===== config.mk =====
export PLATFORM = sky130hd
export DESIGN_NAME = sram_bus_frontend
export DESIGN_NICKNAME = d
export VERILOG_FILES = /design/src/rtl/sram_bus_frontend.sv
export SDC_FILE = /design/constraint.sdc
export NUM_CORES = 1
export LEC_CHECK = 0
export CAP_MARGIN = 5
export CELL_PAD_IN_SITES_DETAIL_PLACEMENT = 0
export CELL_PAD_IN_SITES_GLOBAL_PLACEMENT = 1
export CORE_MARGIN = 4
export CORE_UTILIZATION = 45
export DETAILED_ROUTE_END_ITERATION = 6
export PLACE_DENSITY_LB_ADDON = 0.1
export SETUP_SLACK_MARGIN = 0.2
export SLEW_MARGIN = 25
export SYNTH_ARGS = -nofsm -noshare
export SYNTH_HDL_FRONTEND = slang
export SYNTH_SLANG_ARGS = --single-unit

===== constraint.sdc =====
create_clock -name clk -period 13.15 [get_ports clk]
set_clock_uncertainty 0.15 [all_clocks]
set_input_delay 1.315 -clock clk [delete_from_list [all_inputs] [get_ports clk]]
set_output_delay 1.315 -clock clk [all_outputs]
set_load 0.01 [all_outputs]

===== src/rtl/sram_bus_frontend.sv =====
// SRAM bus front end: synchronises the asynchronous SRAM-style pins, filters
// short strobes and turns each qualified access into one valid/ready request.
module sram_bus_frontend #(
  parameter int ADDR_W      = 22,
  parameter int DATA_W      = 16,
  parameter int SYNC_STAGES = 2,
  parameter int SETTLE_CYC  = 2
) (
  input  logic              clk,
  input  logic              rst,
  input  logic              fpga_enable,
  input  logic              bus_ce_n,
  input  logic              bus_ce2,
  input  logic              bus_we_n,
  input  logic              bus_oe_n,
  input  logic              bus_lb_n,
  input  logic [ADDR_W-1:0] bus_addr,
  input  logic [DATA_W-1:0] bus_data_in,
  output logic              req_valid,
  input  logic              req_ready,
  output logic              req_write,
  output logic              req_lb,
  output logic [ADDR_W-1:0] req_addr,
  output logic [DATA_W-1:0] req_wdata,
  output logic              rd_active,
  output logic              err_overrun
);

  localparam int PIN_W = 6 + ADDR_W + DATA_W;
  localparam int CNT_W = (SETTLE_CYC < 2) ? 1 : $clog2(SETTLE_CYC + 1);
  localparam logic [CNT_W-1:0] SETTLE_LAST = CNT_W'(SETTLE_CYC - 1);
  // Active-low pins idle high so the synced copies never show a phantom strobe.
  localparam logic [PIN_W-1:0] PIN_RST = {6'b010111, {(ADDR_W + DATA_W){1'b0}}};

  typedef enum logic [1:0] {S_IDLE, S_SETTLE, S_ISSUE, S_HOLD} state_t;

  logic [SYNC_STAGES-1:0][PIN_W-1:0] pin_sync_q, pin_sync_d;
  logic [PIN_W-1:0]  pin_raw;
  logic              en_s, ce_n_s, ce2_s, we_n_s, oe_n_s, lb_n_s;
  logic [ADDR_W-1:0] addr_s;
  logic [DATA_W-1:0] data_s;
  logic              sel, wr, rd;

  state_t            state_q, state_d;
  logic [CNT_W-1:0]  cnt_q, cnt_d;
  logic              type_q, type_d;
  logic              gap_q, gap_d;
  logic              capture;
  logic              req_valid_q, req_valid_d;
  logic              req_write_q, req_write_d;
  logic              req_lb_q, req_lb_d;
  logic [ADDR_W-1:0] req_addr_q, req_addr_d;
  logic [DATA_W-1:0] req_wdata_q, req_wdata_d;
  logic              err_q, err_d;

  assign pin_raw = {fpga_enable, bus_ce_n, bus_ce2, bus_we_n, bus_oe_n, bus_lb_n,
                    bus_addr, bus_data_in};
  assign {en_s, ce_n_s, ce2_s, we_n_s, oe_n_s, lb_n_s, addr_s, data_s} =
         pin_sync_q[SYNC_STAGES-1];

  assign sel = en_s & ~ce_n_s & ce2_s;
  assign wr  = sel & ~we_n_s;
  assign rd  = sel & we_n_s & ~oe_n_s;

  // Synchroniser shift: index 0 takes the raw pins, the oldest stage feeds the logic.
  always_comb begin
    pin_sync_d = {pin_sync_q[SYNC_STAGES-2:0], pin_raw};
  end

  // Next-state, capture, handshake and overrun logic.
  always_comb begin
    state_d     = state_q;
    cnt_d       = cnt_q;
    type_d      = type_q;
    gap_d       = gap_q;
    capture     = 1'b0;
    req_valid_d = req_valid_q;
    req_write_d = req_write_q;
    req_lb_d    = req_lb_q;
    req_addr_d  = req_addr_q;
    req_wdata_d = req_wdata_q;
    err_d       = err_q;
    if (!en_s) begin
      state_d     = S_IDLE;
      cnt_d       = {CNT_W{1'b0}};
      gap_d       = 1'b0;
      req_valid_d = 1'b0;
    end else begin
      case (state_q)
        S_IDLE: begin
          if (wr | rd) begin
            type_d = wr;
            cnt_d  = CNT_W'(1);
            if (SETTLE_CYC == 32'sd1) begin
              capture = 1'b1;
            end else begin
              state_d = S_SETTLE;
            end
          end else begin
            cnt_d = {CNT_W{1'b0}};
          end
        end
        S_SETTLE: begin
          if (type_q ? wr : rd) begin
            if (cnt_q == SETTLE_LAST) begin
              capture = 1'b1;
            end else begin
              cnt_d = cnt_q + CNT_W'(1);
            end
          end else begin
            state_d = S_IDLE;
          end
        end
        S_ISSUE: begin
          // A strobe that vanished and came back before acceptance is a lost access.
          if (wr | rd) begin
            if (gap_q) begin
              err_d = 1'b1;
            end else begin
              err_d = err_q;
            end
          end else begin
            gap_d = 1'b1;
          end
          if (req_ready) begin
            req_valid_d = 1'b0;
            gap_d       = 1'b0;
            state_d     = (wr | rd) ? S_HOLD : S_IDLE;
          end else begin
            state_d = S_ISSUE;
          end
        end
        S_HOLD: begin
          if (wr | rd) begin
            state_d = S_HOLD;
          end else begin
            state_d = S_IDLE;
          end
        end
        default: begin
          state_d = S_IDLE;
        end
      endcase
      if (capture) begin
        state_d     = S_ISSUE;
        gap_d       = 1'b0;
        req_valid_d = 1'b1;
        req_write_d = type_d;
        req_lb_d    = ~lb_n_s;
        req_addr_d  = addr_s;
        req_wdata_d = type_d ? data_s : {DATA_W{1'b0}};
      end else begin
        req_write_d = req_write_q;
      end
    end
  end

  // State, synchroniser and request registers with asynchronous reset.
  always_ff @(posedge clk or posedge rst) begin
    if (rst) begin
      pin_sync_q  <= {SYNC_STAGES{PIN_RST}};
      state_q     <= S_IDLE;
      cnt_q       <= {CNT_W{1'b0}};
      type_q      <= 1'b0;
      gap_q       <= 1'b0;
      req_valid_q <= 1'b0;
      req_write_q <= 1'b0;
      req_lb_q    <= 1'b0;
      req_addr_q  <= {ADDR_W{1'b0}};
      req_wdata_q <= {DATA_W{1'b0}};
      err_q       <= 1'b0;
    end else begin
      pin_sync_q  <= pin_sync_d;
      state_q     <= state_d;
      cnt_q       <= cnt_d;
      type_q      <= type_d;
      gap_q       <= gap_d;
      req_valid_q <= req_valid_d;
      req_write_q <= req_write_d;
      req_lb_q    <= req_lb_d;
      req_addr_q  <= req_addr_d;
      req_wdata_q <= req_wdata_d;
      err_q       <= err_d;
    end
  end

  assign req_valid   = req_valid_q;
  assign req_write   = req_write_q;
  assign req_lb      = req_lb_q;
  assign req_addr    = req_addr_q;
  assign req_wdata   = req_wdata_q;
  assign err_overrun = err_q;
  assign rd_active   = ((state_q == S_ISSUE) | (state_q == S_HOLD)) & ~req_write_q & rd;

endmodule

==> key figures <==
Detailed routing
  • Via-per-instance ratio: around 4.7
  • Antenna Nets Post-Route: 0
  • Drt pass-1 iters: 4
  • Final WL: 7120 um
  • DRC: 0
  • Post-DR wirelength/cell: 15.7 um
  • Via count: 2150
  • Initial DRC count: 39

Timing
  • Final hold violations: 0
  • Setup TNS: 0 ns
  • Unrepaired setup endpoints after global routing: no
  • Max Slew Vio Count: 0
  • Crit path time final: 3.58 ns
  • Period utilisation layout: 27.3%
  • Worst slew pin tran: 0.661 ns
  • Fmax achieved: 279 MHz
  • Final setup fails: 0
  • Max-slew headroom: approximately 56%

Yosys
  • Syn avg cell area: 18.5 um2
  • Post-synth cell types: 35
  • Warnings, synthesis: 0
  • Cell Area, Synth: approximately 4200 um2
  • Sequential-to-total area share from yosys stat: about four fifths
  • Syn nets: 277
  • Seq cells post-synth: 136
  • Synthesized netlist cell count: 229

Pwr
  • Max VDD drop: roughly 110 uV
  • Pint: between 700 and 800 uW
  • Switching Power: 198 uW
  • Leakage: between 2 and 3 nW
  • Combinational share of power: under 10%
  • PwrDens: between 150 and 200 nW/um2
  • Clk pwr share: about half
  • Sw Share: 21.0%
  • Power share of the sequential group: 46.7%

GRT
  • Vias in the first global route: roughly 2300
  • Most used routing layer: met2
  • Antenna violations before repair: 0
  • Maximum number of pins on one net before global-route repair: 80
  • M1 GR Usage: 17.9%
  • Gr ovfl total: 0
  • GR Util All Layers: roughly 14%
  • Grt met2 use: 21.5%
  • Met3 usage: under 10%
  • First-pass GRT wire length: 11700 um

Floorplan
  • Starting density of the core: 46.1%
  • Die area: around 11000 um2
  • IO Pins: 90
  • DIE WIDTH: 105 um
  • Die Y: 105 um
  • Core Area: 9200 um2
  • Rows: 35

Placed design
  • GPL Wtd Cong: 0.703
  • PortBufs: between 80 and 90
  • DP Cell Count: 420
  • DP HPWL: 4430 um

Setup path
  • CP Data Arrival Time: 2.12 ns
  • Critical Path End Type: primary output
  • Max incr delay on CP: 0.58 ns
  • R2R depth: 3
  • Slowest CP cell: clkdlybuf4s50_1
  • Worst R2R Start: pin_sync_q[84]
  • CP startpoint kind: flip-flop
  • Reg2Reg Setup Slack: 10.87 ns
  • Crit-path cells: nand3b_2 -> nor4_1 -> clkdlybuf4s50_1
  • Crit path depth: 3
  • Critical path data required time: 11.69 ns
  • Delay-heaviest family, CP: buffers and inverters
  • Crit path kind: reg2out
  • CP Max Fanout: 10
  • Worst Path Buf+Inv: 1
  • Reg2reg end: req_addr[20]

CTS
  • Post_cts resized: 0
  • Clock transition at path regs: 0.06 ns
  • Root Buffer: clkbuf_8
  • Clk sinks: ~140
  • CTS tree: done
  • Inserted Clock Buffers: 17
  • Worst skew pair latency: 0.51 ns
  • H-Tree Depth: 4
  • Worst-case clock buffer depth: 2
  • CTS Hold Bufs: 0
  • Number of buffers inserted to repair setup after CTS: 0

Flow run
  • Max-cap violations: 0

Layout
  • P&R area growth vs syn: 37.9%
  • Nets: 377
  • Antenna fix cells: 0
  • Non-Filler Instances: 453
  • Layout cells sized above 1: 20.5%

Min path
  • Hold_sp: pin_sync_d[55]
  • Worst Hold Endpoint: data_s[11]
  • Hold Path Cell Cnt: 0
  • Worst hold path type: reg2reg

Outcome
  • Status: complete, no violations
==> per-layer routing <==
layer	routed length, um	vias to the layer above
met3	429	11
met2	3480	60
met1	3100	1081
met5	0	-
li1	-	998
met4	104	0
==> power groups by stage <==
stage                     combinational, mW  clock [mW]  sequential (mW)
after detailed placement             0.0286           0            0.448
after floorplan                      0.0111           0            0.445
after CTS                            0.0287       0.483            0.440
after global routing                 0.0312       0.503            0.441
after global placement               0.0281           0            0.447
final                                0.0278       0.474            0.440
==> placed cells by master, fill, tap and decap left out, types with 2 or more instances in the layout <==
master,netlist,routed
a21o_1,2,2
a21oi_1,3,3
a22o_1,16,16
bufinv_16,0,3
clkbuf_16,0,16
clkdlybuf4s50_1,0,89
clkinv_4,0,4
clkinvlp_4,0,2
dfrtp_1,128,128
dfstp_2,8,8
inv_1,4,3
inv_6,0,5
mux2_2,4,4
mux2_4,18,18
nand2_1,5,5
nand3_1,4,4
nor2_1,2,2
o211ai_1,2,2
o21ai_0,4,4
o41ai_1,2,2
==> registers in the layout (all words and copies together), names as in the netlist, 2 cells and up <==
| register | cells |
|---|---|
| req_wdata | 16 |
| pin_sync_d | 44 |
| data_s | 16 |
| addr_s | 22 |
| req_addr | 22 |
| cnt_q | 2 |
| state_q | 2 |
==> stage by stage <==
| step | total power [mW] | setup WS [ns] | cell area, um2 | hold slack (ns) | utilization (%) |
|---|---|---|---|---|---|
| 6_report | 0.942 | 9.57 | 5850 | 0.197 | 63.6 |
| 5_1_grt | 0.975 | 9.40 | 5850 | 0.200 | 63.6 |
| 4_1_cts | 0.952 | 9.53 | 5830 | 0.197 | 63.4 |
| 3_5_place_dp | 0.476 | 9.83 | 5230 | 0.185 | 56.9 |
| 3_3_place_gp | 0.475 | 9.87 | 5220 | 0.181 | 56.8 |
| 2_1_floorplan | 0.457 | 8.06 | 4240 | 0.181 | - |
==> synth_stat cells <==
master,instances,area (um2)
nor4b_2,1,15.0
nand3_1,4,20.0
nand2_1,5,18.8
a2111oi_2,1,15.0
buf_2,5,25.0
nor2_1,2,7.51
mux2i_1,1,10.0
o2bb2a_1,1,10.0
o211ai_1,2,15.0
a211oi_1,1,7.51
buf_4,1,7.51
buf_6,3,33.8
a31o_2,1,8.76
dfstp_2,8,210
o21ai_0,4,20.0
or3_1,1,6.26
a21oi_1,3,15.0
a2111oi_0,1,8.76
mux2_4,18,270
ha_1,1,12.5
nand3b_2,1,11.3
nand3b_1,1,7.51
clkbuf_1,1,3.75
mux2_2,4,45.0
and2_1,1,6.26
inv_1,4,15.0
nand2b_1,1,6.26
dfrtp_1,128,3200
a22o_1,16,140
or3b_4,1,11.3
a21o_1,2,15.0
nor2b_1,1,6.26
a211o_1,1,8.76
o41ai_1,2,17.5
nor4_1,1,6.26
==> final cells by class <==
type	count	area [um2]
clock inverter	14	186
multi-input combinational	79	759
inverter	4	20.0
timing repair buffer	91	910
clock buffer	18	418
fill	657	3350
sequential	136	3410
tap	111	139
==> how the worst max path moves through the flow <==
stage / start / endpoint
6_report: en_s / rd_active
5_1_grt: en_s / rd_active
3_3_place_gp: rst / pin_sync_d[61]
3_5_place_dp: rst / pin_sync_d[81]
2_1_floorplan: rst / addr_s[0]
4_1_cts: en_s / rd_active
==> cells by family after synthesis <==
kind of cell,count (synthesis),synth area share (%)
AO/OA/AOI/OAI,35,6.64
flip-flops,136,80.5
adder cells (fa/ha/maj),1,0.295
buffers and inverters,14,2.01
AND/OR/NAND/NOR,20,2.89
multiplexers,23,7.67
Note: power is estimated with default switching activity, not from simulation.
